$ cat src/rtl/dxp_cpu2.sv
// dxp_cpu2: 4-bit accumulator CPU with a hard-coded 16x8 program ROM and a 3-cycle FETCH/DECODE/EXECUTE FSM.
// Optional macro SINGLE_STEP_EN: FETCH waits for a rising edge on PB_in[3].
module dxp_cpu2 #(
    parameter logic [3:0] RESET_PC = 4'h0
) (
    input  logic       Clock,
    input  logic       Reset,
    input  logic [3:0] SW_in,
    input  logic [3:0] PB_in,
    output logic [3:0] DHR_out,
    output logic [3:0] DLR_out
);

    localparam int unsigned DW = 4;
    localparam int unsigned AW = 4;
    localparam int unsigned IW = 8;

    typedef enum logic [1:0] {
        S_FETCH   = 2'd0,
        S_DECODE  = 2'd1,
        S_EXECUTE = 2'd2
    } state_t;

    state_t        state_q, state_d;
    logic [AW-1:0] pc_q, pc_d;
    logic [IW-1:0] ir_q, ir_d;
    logic [DW-1:0] a_q, a_d;
    logic [DW-1:0] b_q, b_d;
    logic          z_q, z_d;
    logic          c_q, c_d;
    logic [DW-1:0] dhr_q, dhr_d;
    logic [DW-1:0] dlr_q, dlr_d;

    logic [3:0]    opc;
    logic [DW-1:0] k;
    logic [DW:0]   sum;
    logic          fetch_go;

    function automatic logic [IW-1:0] rom(input logic [AW-1:0] addr);
        case (addr)
            4'h0:    rom = 8'h30;
            4'h1:    rom = 8'hD1;
            4'h2:    rom = 8'hA0;
            4'h3:    rom = 8'h20;
            4'h4:    rom = 8'h80;
            4'h5:    rom = 8'h60;
            4'h6:    rom = 8'h50;
            4'h7:    rom = 8'h70;
            4'h8:    rom = 8'h30;
            4'h9:    rom = 8'hD1;
            4'hA:    rom = 8'hB8;
            4'hB:    rom = 8'h90;
            default: rom = 8'h00;
        endcase
    endfunction

`ifdef SINGLE_STEP_EN
    logic pb3_q, pb3_d;

    // Previous PB_in[3] sample for rising-edge detection.
    always_ff @(posedge Clock) begin
        if (Reset) pb3_q <= 1'b0;
        else       pb3_q <= pb3_d;
    end

    assign pb3_d    = PB_in[3];
    assign fetch_go = PB_in[3] & ~pb3_q;
`else
    assign fetch_go = 1'b1;
`endif

    assign opc = ir_q[7:4];
    assign k   = ir_q[3:0];
    assign sum = {1'b0, a_q} + {1'b0, (opc == 4'h5) ? b_q : k};

    // Next-state and datapath update.
    always_comb begin
        state_d = state_q;
        pc_d    = pc_q;
        ir_d    = ir_q;
        a_d     = a_q;
        b_d     = b_q;
        z_d     = z_q;
        c_d     = c_q;
        dhr_d   = dhr_q;
        dlr_d   = dlr_q;

        case (state_q)
            S_FETCH: begin
                if (fetch_go) begin
                    ir_d    = rom(pc_q);
                    pc_d    = pc_q + 4'd1;
                    state_d = S_DECODE;
                end
            end
            S_DECODE: state_d = S_EXECUTE;
            S_EXECUTE: begin
                state_d = S_FETCH;
                case (opc)
                    4'h1: begin a_d = k;          z_d = (k == '0);          end
                    4'h2: begin a_d = SW_in;      z_d = (SW_in == '0);      end
                    4'h3: begin a_d = PB_in;      z_d = (PB_in == '0);      end
                    4'h4, 4'h5: begin
                        a_d = sum[DW-1:0];
                        c_d = sum[DW];
                        z_d = (sum[DW-1:0] == '0);
                    end
                    4'h6: b_d   = a_q;
                    4'h7: dhr_d = a_q;
                    4'h8: dlr_d = a_q;
                    4'h9: pc_d  = k;
                    4'hA: if (z_q)  pc_d = k;
                    4'hB: if (!z_q) pc_d = k;
                    4'hC: if (c_q)  pc_d = k;
                    4'hD: begin a_d = a_q & k;    z_d = ((a_q & k) == '0);  end
                    4'hE: begin a_d = a_q ^ k;    z_d = ((a_q ^ k) == '0);  end
                    // HALT undoes the FETCH increment so it refetches itself.
                    4'hF: pc_d = pc_q - 4'd1;
                    default: ;
                endcase
            end
            default: state_d = S_FETCH;
        endcase
    end

    always_ff @(posedge Clock) begin
        if (Reset) begin
            state_q <= S_FETCH;
            pc_q    <= RESET_PC;
            ir_q    <= '0;
            a_q     <= '0;
            b_q     <= '0;
            z_q     <= 1'b0;
            c_q     <= 1'b0;
            dhr_q   <= '0;
            dlr_q   <= '0;
        end else begin
            state_q <= state_d;
            pc_q    <= pc_d;
            ir_q    <= ir_d;
            a_q     <= a_d;
            b_q     <= b_d;
            z_q     <= z_d;
            c_q     <= c_d;
            dhr_q   <= dhr_d;
            dlr_q   <= dlr_d;
        end
    end

    assign DHR_out = dhr_q;
    assign DLR_out = dlr_q;

endmodule

$ cat config.mk
export PLATFORM = sky130hd
export DESIGN_NAME = dxp_cpu2
export DESIGN_NICKNAME = d
export VERILOG_FILES = /design/src/rtl/dxp_cpu2.sv
export SDC_FILE = /design/constraint.sdc
export NUM_CORES = 1
export LEC_CHECK = 0
export CORE_MARGIN = 2
export CORE_UTILIZATION = 40
export DETAILED_ROUTE_END_ITERATION = 8
export PLACE_DENSITY = 0.65
export SETUP_SLACK_MARGIN = 0.4
export SLEW_MARGIN = 25
export SYNTH_ARGS = -nofsm -noshare
export SYNTH_HDL_FRONTEND = slang
export SYNTH_SLANG_ARGS = --single-unit
$ cat constraint.sdc
create_clock -name Clock -period 3.07 [get_ports Clock]
set_input_delay 0.614 -clock Clock [delete_from_list [all_inputs] [get_ports Clock]]
set_output_delay 0.614 -clock Clock [all_outputs]
set_load 0.03 [all_outputs]
=== Word level (Yosys, flattened, before mapping) ===
Memories as Yosys holds them, arrays and structs flattened. A register that Yosys moved wholly into a read port is not among the register bits.
Cells that the tools add are included.

* $add $sub $neg: 3
* Multipliers: 0
* Div/mod/pow operators: 0
* Magnitude comparators: 0
* Equality and inequality tests: 21
* Shifts and indexed selects: 0
* Multiplexer cells: 9
* Bitwise gates (word level): 2
* Reductions and logical operators: 16

{| class="wikitable"
|+ Operators by type and width
! cell !! count
|-
| 4-bit equality test (second input constant) || 8
|-
| 4-bit zero test || 6
|-
| 4-bit case mux with 6 select lines || 1
|-
| 4-bit case mux with 5 select lines || 1
|-
| 4-bit by 3-bit equality test with 1-bit output (second input constant) || 4
|-
| 4-bit 2-to-1 mux || 4
|-
| 2-bit AND reduction || 5
|-
| 3-bit != test (second input constant) || 3
|-
| 4-bit by 2-bit equality test with 1-bit output (second input constant) || 2
|-
| 4-bit case mux with 2 select lines || 1
|-
| 6-bit by 2-bit != test with 1-bit output (second input constant) || 1
|-
| 1-bit case mux with 6 select lines || 1
|-
| 6-bit nonzero test || 1
|-
| 4-bit by 4-bit adder with 5-bit output || 1
|-
| 5-bit AND reduction || 1
|-
| 4-bit by 1-bit adder with 4-bit output (second input constant) || 1
|-
| 4-bit AND || 1
|-
| 4-bit by 1-bit equality test with 1-bit output (second input constant) || 1
|-
| 2-bit case mux with 2 select lines || 1
|-
| 4-bit by 1-bit subtractor with 4-bit output (second input constant) || 1
|-
| 4-bit bitwise XOR || 1
|-
| 2-bit by 1-bit equality test with 1-bit output (second input constant) || 1
|-
| 2-bit equality test (second input constant) || 1
|-
| 2-bit zero test || 1
|-
| other kinds (2) || 2
|}

* Register bits: 32
* Latch bits: 0
* Bits in writable memories: 0
* ROM bits: 96
* Input port bits: 10
* Output and inout bits: 8
* Word-level logic and storage cells: 61
* Memories: 1

{| class="wikitable"
|+ Memories
! memory !! depth !! bits a word !! read ports !! clocked after Yosys merged registers in !! wr ports !! RTL line !! RTL
|-
| (name not given) || 16 || 6 || 1 || 1 || 0 || 40 || <nowiki>case (addr)</nowiki>
|}

=== Logic depth before layout (Yosys ltp) ===
Gate-level depths: netlist of the first run.

* Depth after elaboration: 5
* Depth in mapped cells: 13
* Gate-level depth less buffers: 12

=== Worst setup path after synthesis of the first run ===
OpenSTA, ideal clock, no wires.

* Path type: flip-flop to flip-flop
* From: reg ir_q[4]
* To: reg z_q
* Library setup time: 0.091 ns
* Arrival time: 2.412 ns
* Slack: 0.567 ns
* Cell stages (with the launch flop): 13
* Clock period less this slack: 2.503 ns
* Cell sequence: dfxtp_1 -> buf_2 -> nand2b_1 -> nor2_1 -> nand2_1 -> o21ai_0 -> ha_1 -> inv_1 -> fa_1 -> xor2_1 -> nand2_1 -> or4b_1 -> a311oi_1

* Word-level cells in the longest chain between the ends: 5
* Elaborated cells on any way between the ends: 14
* Those cells by class: add/sub (1); eq/ne (7); mux (2); reduce/logical (4)

{| class="wikitable"
|+ RTL lines
! item !! RTL line !! RTL
|-
| from (decl) || 26 || <nowiki>logic [IW-1:0] ir_q, ir_d;</nowiki>
|-
| 4-bit by 3-bit equality test with 1-bit output || 74, 99 ||
|-
| 4-bit 2-to-1 mux || 74 || <nowiki>assign sum = {1'b0, a_q} + {1'b0, (opc == 4'h5) ? b_q : k};</nowiki>
|-
| 4-bit by 4-bit adder with 5-bit output || 74 ||
|-
| 4-bit zero test || 106 || <nowiki>z_d = (sum[DW-1:0] == '0);</nowiki>
|-
| 1-bit case mux with 6 select lines || 99 || <nowiki>case (opc)</nowiki>
|-
| to (signal assigned) || 143 || <nowiki>z_q <= z_d;</nowiki>
|-
| to (decl) || 29 || <nowiki>logic z_q, z_d;</nowiki>
|}

Parallel ways exist; a longest one is shown, timed or not.
A chain may end at the register's enable or synchronous reset.

=== Worst setup path after layout of the first run ===
* From: reg ir_q[5]
* To: reg z_q

The elaborated chain is that of the path after synthesis.

==> results of run 1 <==
==> timing repair <==
item                                    CTS  global route
pin swaps                                 0             4
endpoints found under the setup margin    1             1
cloned                                    0             0
resized for setup                         1             9
==> power groups by stage <==
stage | Clock (mW) | Sequential [mW] | Combinational [mW]
global route | 0.360 | 0.439 | 0.352
CTS | 0.349 | 0.432 | 0.304
detailed placement | 0 | 0.441 | 0.301
global placement | 0 | 0.441 | 0.301
finish | 0.339 | 0.435 | 0.319
floorplan | 0 | 0.433 | 0.245
==> synthesized netlist by cell type (all sizes together), types with 5 or more instances <==
| cell type | count | share of area (%) |
|---|---|---|
| a21oi | 18 | 4.4 |
| buf | 13 | 4.2 |
| clkbuf | 7 | 1.2 |
| dfxtp | 30 | 28 |
| ha | 14 | 8.2 |
| inv | 12 | 2.1 |
| mux2i | 14 | 6.6 |
| nand2 | 21 | 3.7 |
| nand2b | 6 | 1.9 |
| nand3 | 7 | 1.6 |
| nor2 | 33 | 5.9 |
| nor3 | 9 | 2.4 |
| nor4 | 6 | 1.8 |
| o21ai | 10 | 2.4 |
| or4 | 5 | 1.8 |
==> worst min-delay path: cells and delay by family (launching register included) <==
kind	cells	cell delay, ps
AOI/OAI and AO/OA	1	60
DFF	1	330
and+or+nand+nor	1	70
==> metal layers <==
layer  wire [µm]  part of all wire (%)
met1        2380                    48
met2        2150                    43
met3         339                   6.8
met4          92                   1.9
met5           0                     0
==> final cells by class <==
cell class | instances | area [µm²]
clock inverters | 2 | 12.5
clock buffers | 6 | 82.6
flip-flops and latches | 30 | 602
fillers | 507 | 2670
multi-input cells | 203 | 1400
repair buffers | 22 | 208
well taps | 70 | 87.6
inverters | 12 | 45.0
==> stage by stage <==
stage / std cells / cell area, µm² / hold WS (ps) / power [mW]
floorplan: 265 / 2120 / 454 / 0.679
global placement: 337 / 2300 / 472 / 0.742
detailed placement: 337 / 2300 / 479 / 0.743
CTS: 345 / 2400 / 495 / 1.09
global route: 345 / 2440 / 536 / 1.15
finish: 345 / 2440 / 492 / 1.09
==> cell families (layout without fill, tap and decap cells) <==
family,count (synthesis),after routing
DFF,30,30
xor gates and xnor gates,5,5
and+or+nand+nor,111,111
buffers and inverters,32,42
adders and majority gates,15,15
AOI/OAI and AO/OA,56,56
muxes,16,16
==> sequential cells by signal, indices dropped and copies added, names as in the netlist <==
signal,flops
pc_q,4
z_q,1
DLR_out,4
a_q,4
DHR_out,4
ir_q,6
state_q,2
b_q,4
c_q,1
==> worst max-delay path by stage <==
stage / slack, ps / depth (start not counted) / start / endpoint
after floorplan: 570 / 12 / ir_q[4] / z_q
after global placement: 480 / 11 / ir_q[5] / z_q
after detailed placement: 420 / 11 / ir_q[7] / z_q
after CTS: 460 / 11 / ir_q[7] / z_q
after global routing: 400 / 11 / ir_q[5] / z_q
final: 590 / 11 / ir_q[5] / z_q
==> impl_metrics.sql, run 1 <==
INSERT INTO impl_metrics (metric_group, metric, value, unit) VALUES
('run_status', 'status', 'completed', ''),
('yosys', 'netlist-cell-type-count', '61', ''),
('routing', 'antenna_violating_nets_post_route', '0', ''),
('placement', 'place.detailed.hpwl', '3510', 'µm'),
('yosys', 'yosysSeqAreaShare', '28.3', '%'),
('routing', 'wire_per_inst', '14.4', 'µm'),
('clock_network', 'clock_insertion_delay_worst_skew', '290', 'ps'),
('layout', 'finish.utilization', '47.8', '%'),
('timing', 'fin_crit', '2480', 'ps'),
('yosys', 'yosysWarningCount', '0', ''),
('clock_network', 'numCtsBuffers', '5', ''),
('clock_network', 'cts.reportedPaths.clkPinSlew', '70', 'ps'),
('routing', 'route.vias.total', '1928', ''),
('global_route', 'pin_count_of_the_biggest_net_entering_global_routing', '27', ''),
('timing', 'fmax', '403', 'MHz'),
('timing', 'setup_ws', '590', 'ps'),
('power_and_ir_drop', 'clkPwrFrac', '31.0', '%'),
('global_route', 'track_usage', '17.2', '%'),
('timing', 'max_slew_margin', '58.6', '%'),
('yosys', 'synthFlopType', 'sky130_fd_sc_hd__dfxtp_1', ''),
('routing', 'wirelength', '4970', 'µm'),
('min_path', 'number_of_cells_on_the_worst_hold_path', '2', ''),
('die', 'die_h', '76.9', 'µm'),
('global_route', 'grt_first_pass_wirelength', '8270', 'µm'),
('global_route', 'groute.layer.met2.usage', '26.5', '%'),
('yosys', 'syn-num-nets', '290', ''),
('global_route', 'grt_util_met1', '24.1', '%'),
('worst_setup_path', 'cell_type_group_with_the_largest_total_delay_on_the_critical_path', 'simple AND/OR/NAND/NOR gates', ''),
('yosys', 'post_synth_xor_area_fraction', '2.06', '%'),
('timing', 'fin_crit_sh', '80.8', '%'),
('clock_network', 'ctsLongestPathBuffers', '2', ''),
('routing', 'detailedRoute.firstIterationViolations', '165', ''),
('yosys', 'ys_seq_elements', '30', ''),
('global_route', 'antenna_violations_before_repair', '0', ''),
('layout', 'layout_common_cells', '31 x sky130_fd_sc_hd__nor2_1, 29 x sky130_fd_sc_hd__dfxtp_1, 21 x sky130_fd_sc_hd__nand2_1', ''),
('power_and_ir_drop', 'sw_frac_of_total', '34.4', '%'),
('clock_network', 'h-tree-depth', '2', ''),
('clock_network', 'cts_hold_buffers', '0', ''),
('power_and_ir_drop', 'ir_worst_vdd', '251', 'µV'),
('global_route', 'overflow', '0', ''),
('die', 'die_width', '76.9', 'µm'),
('power_and_ir_drop', 'cellPowerDensity', '448', 'nW/µm²'),
('timing', 'setup_viol', '0', ''),
('clock_network', 'buffer_cell_driving_the_clock_tree_root', 'sky130_fd_sc_hd__clkbuf_8', ''),
('timing', 'clock_skews', '7.35', 'ps'),
('worst_setup_path', 'worst_r2r_path_depth', '11', ''),
('power_and_ir_drop', 'power.switching', '376', 'µW'),
('power_and_ir_drop', 'power_leakage', '0.940', 'nW'),
('power_and_ir_drop', 'cell_internal_pwr', '718', 'µW'),
('timing', 'final_hold_violation_count', '0', ''),
('yosys', 'post_synth_edffs', '0', ''),
('placement', 'io_buffers', '17', ''),
('timing', 'rsz0062_at_grt', 'false', ''),
('die', 'core_footprint', '5110', 'µm²'),
('layout', 'post_route_cells_drive_above_1_share', '10.9', '%'),
('die', 'start_util', '41.6', '%'),
('timing', 'drv_slew', '0', ''),
('yosys', 'postSynthAreaPerCell', '8.02', 'µm²'),
('yosys', 'synthAdderAreaFrac', '9.19', '%'),
('min_path', 'hp-class', 'reg2reg', ''),
('global_route', 'number_of_global_route_vias_before_repair', '1749', ''),
('yosys', 'synth_compound_area_share', '17.8', '%'),
('timing', 'worst_slew_pin_tran', '619', 'ps'),
('die', 'std_cell_rows', '26', ''),
('worst_setup_path', 'timing.rr.end', 'z_q', ''),
('yosys', 'synth.mux.area_fraction', '7.66', '%'),
('routing', 'detail_route.vias_per_cell', '5.59', ''),
('worst_setup_path', 'worst_ep_arrival_time', '2690', 'ps'),
('run', 'maxCapViolations', '0', ''),
('worst_setup_path', 'crit_path_cell_trace', 'nand2b_4 -> nor2_4 -> nand2_1 -> o21ai_0 -> ha_2 -> inv_1 -> fa_2 -> xor2_2 -> nand2_1 -> or4b_1 -> a311oi_2', ''),
('placement', 'place_congestion', '0.870', '');
Power figures use the tool's default switching activity.
==> inputs of run 2 (changes only) <==
--- a/config.mk
+++ b/config.mk
@@ -8,7 +8,7 @@
 export CORE_MARGIN = 2
 export CORE_UTILIZATION = 40
 export DETAILED_ROUTE_END_ITERATION = 8
-export PLACE_DENSITY = 0.65
+export PLACE_DENSITY = 0.67
 export SETUP_SLACK_MARGIN = 0.4
 export SLEW_MARGIN = 25
 export SYNTH_ARGS = -nofsm -noshare
==> constraint.sdc (replaced) <==
create_clock -name Clock -period 2.2 [get_ports Clock]
set_input_delay 0.44 -clock Clock [delete_from_list [all_inputs] [get_ports Clock]]
set_output_delay 0.44 -clock Clock [all_outputs]
set_load 0.03 [all_outputs]
==> run 2 against run 1 <==
  * The flow now finishes with violations (setup timing)
  * Global-route usage rose by 2.5 points
  * Non-clock buffer count is 18 higher
  * Critical path type unchanged
  * Clock skew barely moved
  * Critical path depth unchanged
==> impl_metrics.sql, run 2 (synthesis gave the netlist of run 1 again) <==
INSERT INTO impl_metrics (metric_group, metric, value, unit) VALUES
('clock_network', 'cts_hold_buffers', '0', ''),
('placement', 'io_buffers', '17', ''),
('timing', 'drv_slew', '0', ''),
('worst_setup_path', 'r2r_setup_slack', '-190', 'ps'),
('timing', 'max_slew_margin', '63.4', '%'),
('layout', 'layout_common_cells', '30 x sky130_fd_sc_hd__nor2_1, 24 x sky130_fd_sc_hd__dfxtp_1, 20 x sky130_fd_sc_hd__nand2_1', ''),
('die', 'std_cell_rows', '26', ''),
('timing', 'worst_slew_pin_tran', '546', 'ps'),
('routing', 'wirelength', '5580', 'µm'),
('die', 'die_width', '76.9', 'µm'),
('worst_setup_path', 'timing.critical_path.fanout_max', '3', ''),
('timing', 'hold_ws', '490', 'ps'),
('timing', 'rsz0062_at_grt', 'true', ''),
('timing', 'final_hold_violation_count', '0', ''),
('die', 'die_h', '76.9', 'µm'),
('die', 'start_util', '41.6', '%'),
('power_and_ir_drop', 'power.switching', '547', 'µW'),
('run', 'maxCapViolations', '0', ''),
('timing', 'total_neg_setup_slack', '-187', 'ps'),
('run_status', 'status', 'finished, violations left', ''),
('min_path', 'hp-class', 'reg2reg', ''),
('timing', 'clock_skews', '7.72', 'ps'),
('timing', 'fmax', '419', 'MHz'),
('worst_setup_path', 'worst_ep_arrival_time', '2580', 'ps'),
('layout', 'post_route_cells_drive_above_1_share', '22.9', '%'),
('die', 'die_area', '5910', 'µm²'),
('clock_network', 'tritoncts_num_sinks', '30', ''),
('power_and_ir_drop', 'cell_internal_pwr', '1.05', 'mW'),
('min_path', 'number_of_cells_on_the_worst_hold_path', '2', ''),
('routing', 'antenna_violating_nets_post_route', '0', ''),
('layout', 'area_growth_syn_to_layout', '25.9', '%'),
('min_path', 'worst_hold_path.endpoint', 'DLR_out[1]', ''),
('global_route', 'number_of_global_route_vias_before_repair', '1959', ''),
('power_and_ir_drop', 'seq_power_share', '37.9', '%'),
('layout', 'antenna_cells_inserted', '0', ''),
('routing', 'drt-pass1-iter-count', '4', ''),
('clock_network', 'clock_insertion_delay_worst_skew', '280', 'ps'),
('power_and_ir_drop', 'sw_frac_of_total', '34.3', '%'),
('routing', 'route.vias.total', '1994', ''),
('min_path', 'worstHoldStart', 'DLR_out[1]', ''),
('die', 'core_footprint', '5110', 'µm²'),
('global_route', 'antenna_violations_before_repair', '0', ''),
('layout', 'final_common_cell', 'sky130_fd_sc_hd__nor2_1', ''),
('timing', 'fin_crit', '2390', 'ps'),
('global_route', 'grt_first_pass_wirelength', '9360', 'µm'),
('layout', 'largest_reg_flops', '6', ''),
('clock_network', 'cts.reportedPaths.clkPinSlew', '70', 'ps'),
('die', 'io_pins', '18', ''),
('placement', 'place_congestion', '0.879', ''),
('power_and_ir_drop', 'cellPowerDensity', '596', 'nW/µm²'),
('global_route', 'overflow', '0', ''),
('layout', 'register_containing_the_most_flip_flops_in_the_final_layout', 'ir_q', ''),
('global_route', 'pin_count_of_the_biggest_net_entering_global_routing', '27', ''),
('layout', 'fin_nets', '317', ''),
('worst_setup_path', 'timing.rr.end', 'z_q', ''),
('routing', 'wire_per_inst', '15.4', 'µm'),
('worst_setup_path', 'crit_type', 'reg2reg', ''),
('routing', 'post-route-drc-count', '0', ''),
('worst_setup_path', 'worstSetupStartpointType', 'flop', ''),
('clock_network', 'numCtsBuffers', '5', ''),
('power_and_ir_drop', 'ir_worst_vdd', '420', 'µV'),
('run_status', 'failed_checks', 'setup timing', ''),
('worst_setup_path', 'timing.critical_path.required', '2400', 'ps'),
('global_route', 'track_usage', '19.7', '%'),
('routing', 'detailedRoute.firstIterationViolations', '191', ''),
('power_and_ir_drop', 'clkPwrFrac', '29.3', '%'),
('timing', 'fin_crit_sh', '109', '%'),
('clock_network', 'ctsLongestPathBuffers', '2', ''),
('power_and_ir_drop', 'power_frac_comb', '32.8', '%'),
('layout', 'fillCellCount', '501', ''),
('power_and_ir_drop', 'power_leakage', '1.06', 'nW'),
('worst_setup_path', 'rr_startpoint', 'ir_q[5]', ''),
('placement', 'place.detailed.hpwl', '3900', 'µm'),
('timing', 'setup_viol', '1', ''),
('clock_network', 'buffer_cell_driving_the_clock_tree_root', 'sky130_fd_sc_hd__clkbuf_8', ''),
('worst_setup_path', 'worst_r2r_path_depth', '11', ''),
('routing', 'detail_route.vias_per_cell', '5.49', ''),
('clock_network', 'h-tree-depth', '2', ''),
('layout', 'finish.utilization', '52.4', '%'),
('worst_setup_path', 'critPathCaptureType', 'flop', ''),
('clock_network', 'cts_tree', 'done', ''),
('timing', 'setup_ws', '-187', 'ps');
[run 2: cell count changes in the layout (fill, tap and decap cells not counted), moves of 2 or more]
cell,delta
sky130_fd_sc_hd__buf_4,+14
sky130_fd_sc_hd__dfxtp_1,-5
sky130_fd_sc_hd__dfxtp_2,+5
sky130_fd_sc_hd__a21oi_1,-3
sky130_fd_sc_hd__a21oi_2,+3
sky130_fd_sc_hd__buf_6,+3
sky130_fd_sc_hd__o21ai_0,-3
sky130_fd_sc_hd__o21ai_1,+2
[run 2: repair_timing]
item | in CTS | in global routing
resized for setup | 15 | 13
endpoints found under the hold margin | 0 | 0
cloned | 0 | 0
buffers inserted | 3 | 0
setup endpoints to repair | 10 | 11
pin swaps | 8 | 6
[run 2: power groups by stage]
stage	Clock (mW)	Sequential [mW]	Combinational, mW
floorplan	0	0.608	0.356
finish	0.468	0.604	0.523
global route	0.509	0.606	0.574
global placement	0	0.610	0.468
CTS	0.480	0.601	0.495
detailed placement	0	0.610	0.472
[run 2: final cells by class]
cell class / instances / area [µm²] / share of cell area, %
Clock buffer: 6 / 82.6 / 3.09
Clock inverter: 2 / 12.5 / 0.468
Inverter: 12 / 45.0 / 1.68
Multi-Input combinational cell: 203 / 1470 / 55.0
Sequential cell: 30 / 608 / 22.7
Tap cell: 70 / 87.6 / 3.27
Timing Repair Buffer: 40 / 369 / 13.8
[run 2: critical path, cell delays in order, from the launching register on]
cell	delay (ps)
sky130_fd_sc_hd__dfxtp_2	320
sky130_fd_sc_hd__nand2b_4	140
sky130_fd_sc_hd__nor2_4	120
sky130_fd_sc_hd__nand2_1	60
sky130_fd_sc_hd__o21ai_1	90
sky130_fd_sc_hd__ha_2	210
sky130_fd_sc_hd__inv_2	40
sky130_fd_sc_hd__fa_2	360
sky130_fd_sc_hd__xor2_2	160
sky130_fd_sc_hd__nand2_1	70
sky130_fd_sc_hd__or4b_1	490
sky130_fd_sc_hd__a311oi_2	260
[run 2: how the worst max path moves through the flow]
stage	endpoint	start	slack, ps	depth (start not counted)
3_3_place_gp	z_q	ir_q[5]	-100	11
2_1_floorplan	z_q	ir_q[5]	-110	11
5_1_grt	z_q	ir_q[5]	-300	11
6_report	z_q	ir_q[5]	-190	11
4_1_cts	z_q	ir_q[5]	-170	11
3_5_place_dp	z_q	ir_q[5]	-230	11
[run 2: per-stage QoR]
| step | worst slack (ps) | cells | cell area [µm²] | total power, mW |
|---|---|---|---|---|
| 5_1_grt | -301 | 363 | 2680 | 1.69 |
| 4_1_cts | -170 | 363 | 2630 | 1.58 |
| 3_5_place_dp | -226 | 352 | 2450 | 1.08 |
| 2_1_floorplan | -109 | 265 | 2160 | 0.965 |
| 3_3_place_gp | -103 | 352 | 2450 | 1.08 |
| 6_report | -187 | 363 | 2680 | 1.59 |
[run 2: routing by layer]
metal | part of all wire, % | routed length [µm] | global-route usage, %
met5 | 0 | 0 | 0
met4 | 0.79 | 44 | 6.91
met3 | 5.9 | 329 | 4.94
met2 | 47 | 2650 | 31.6
met1 | 46 | 2560 | 25.6
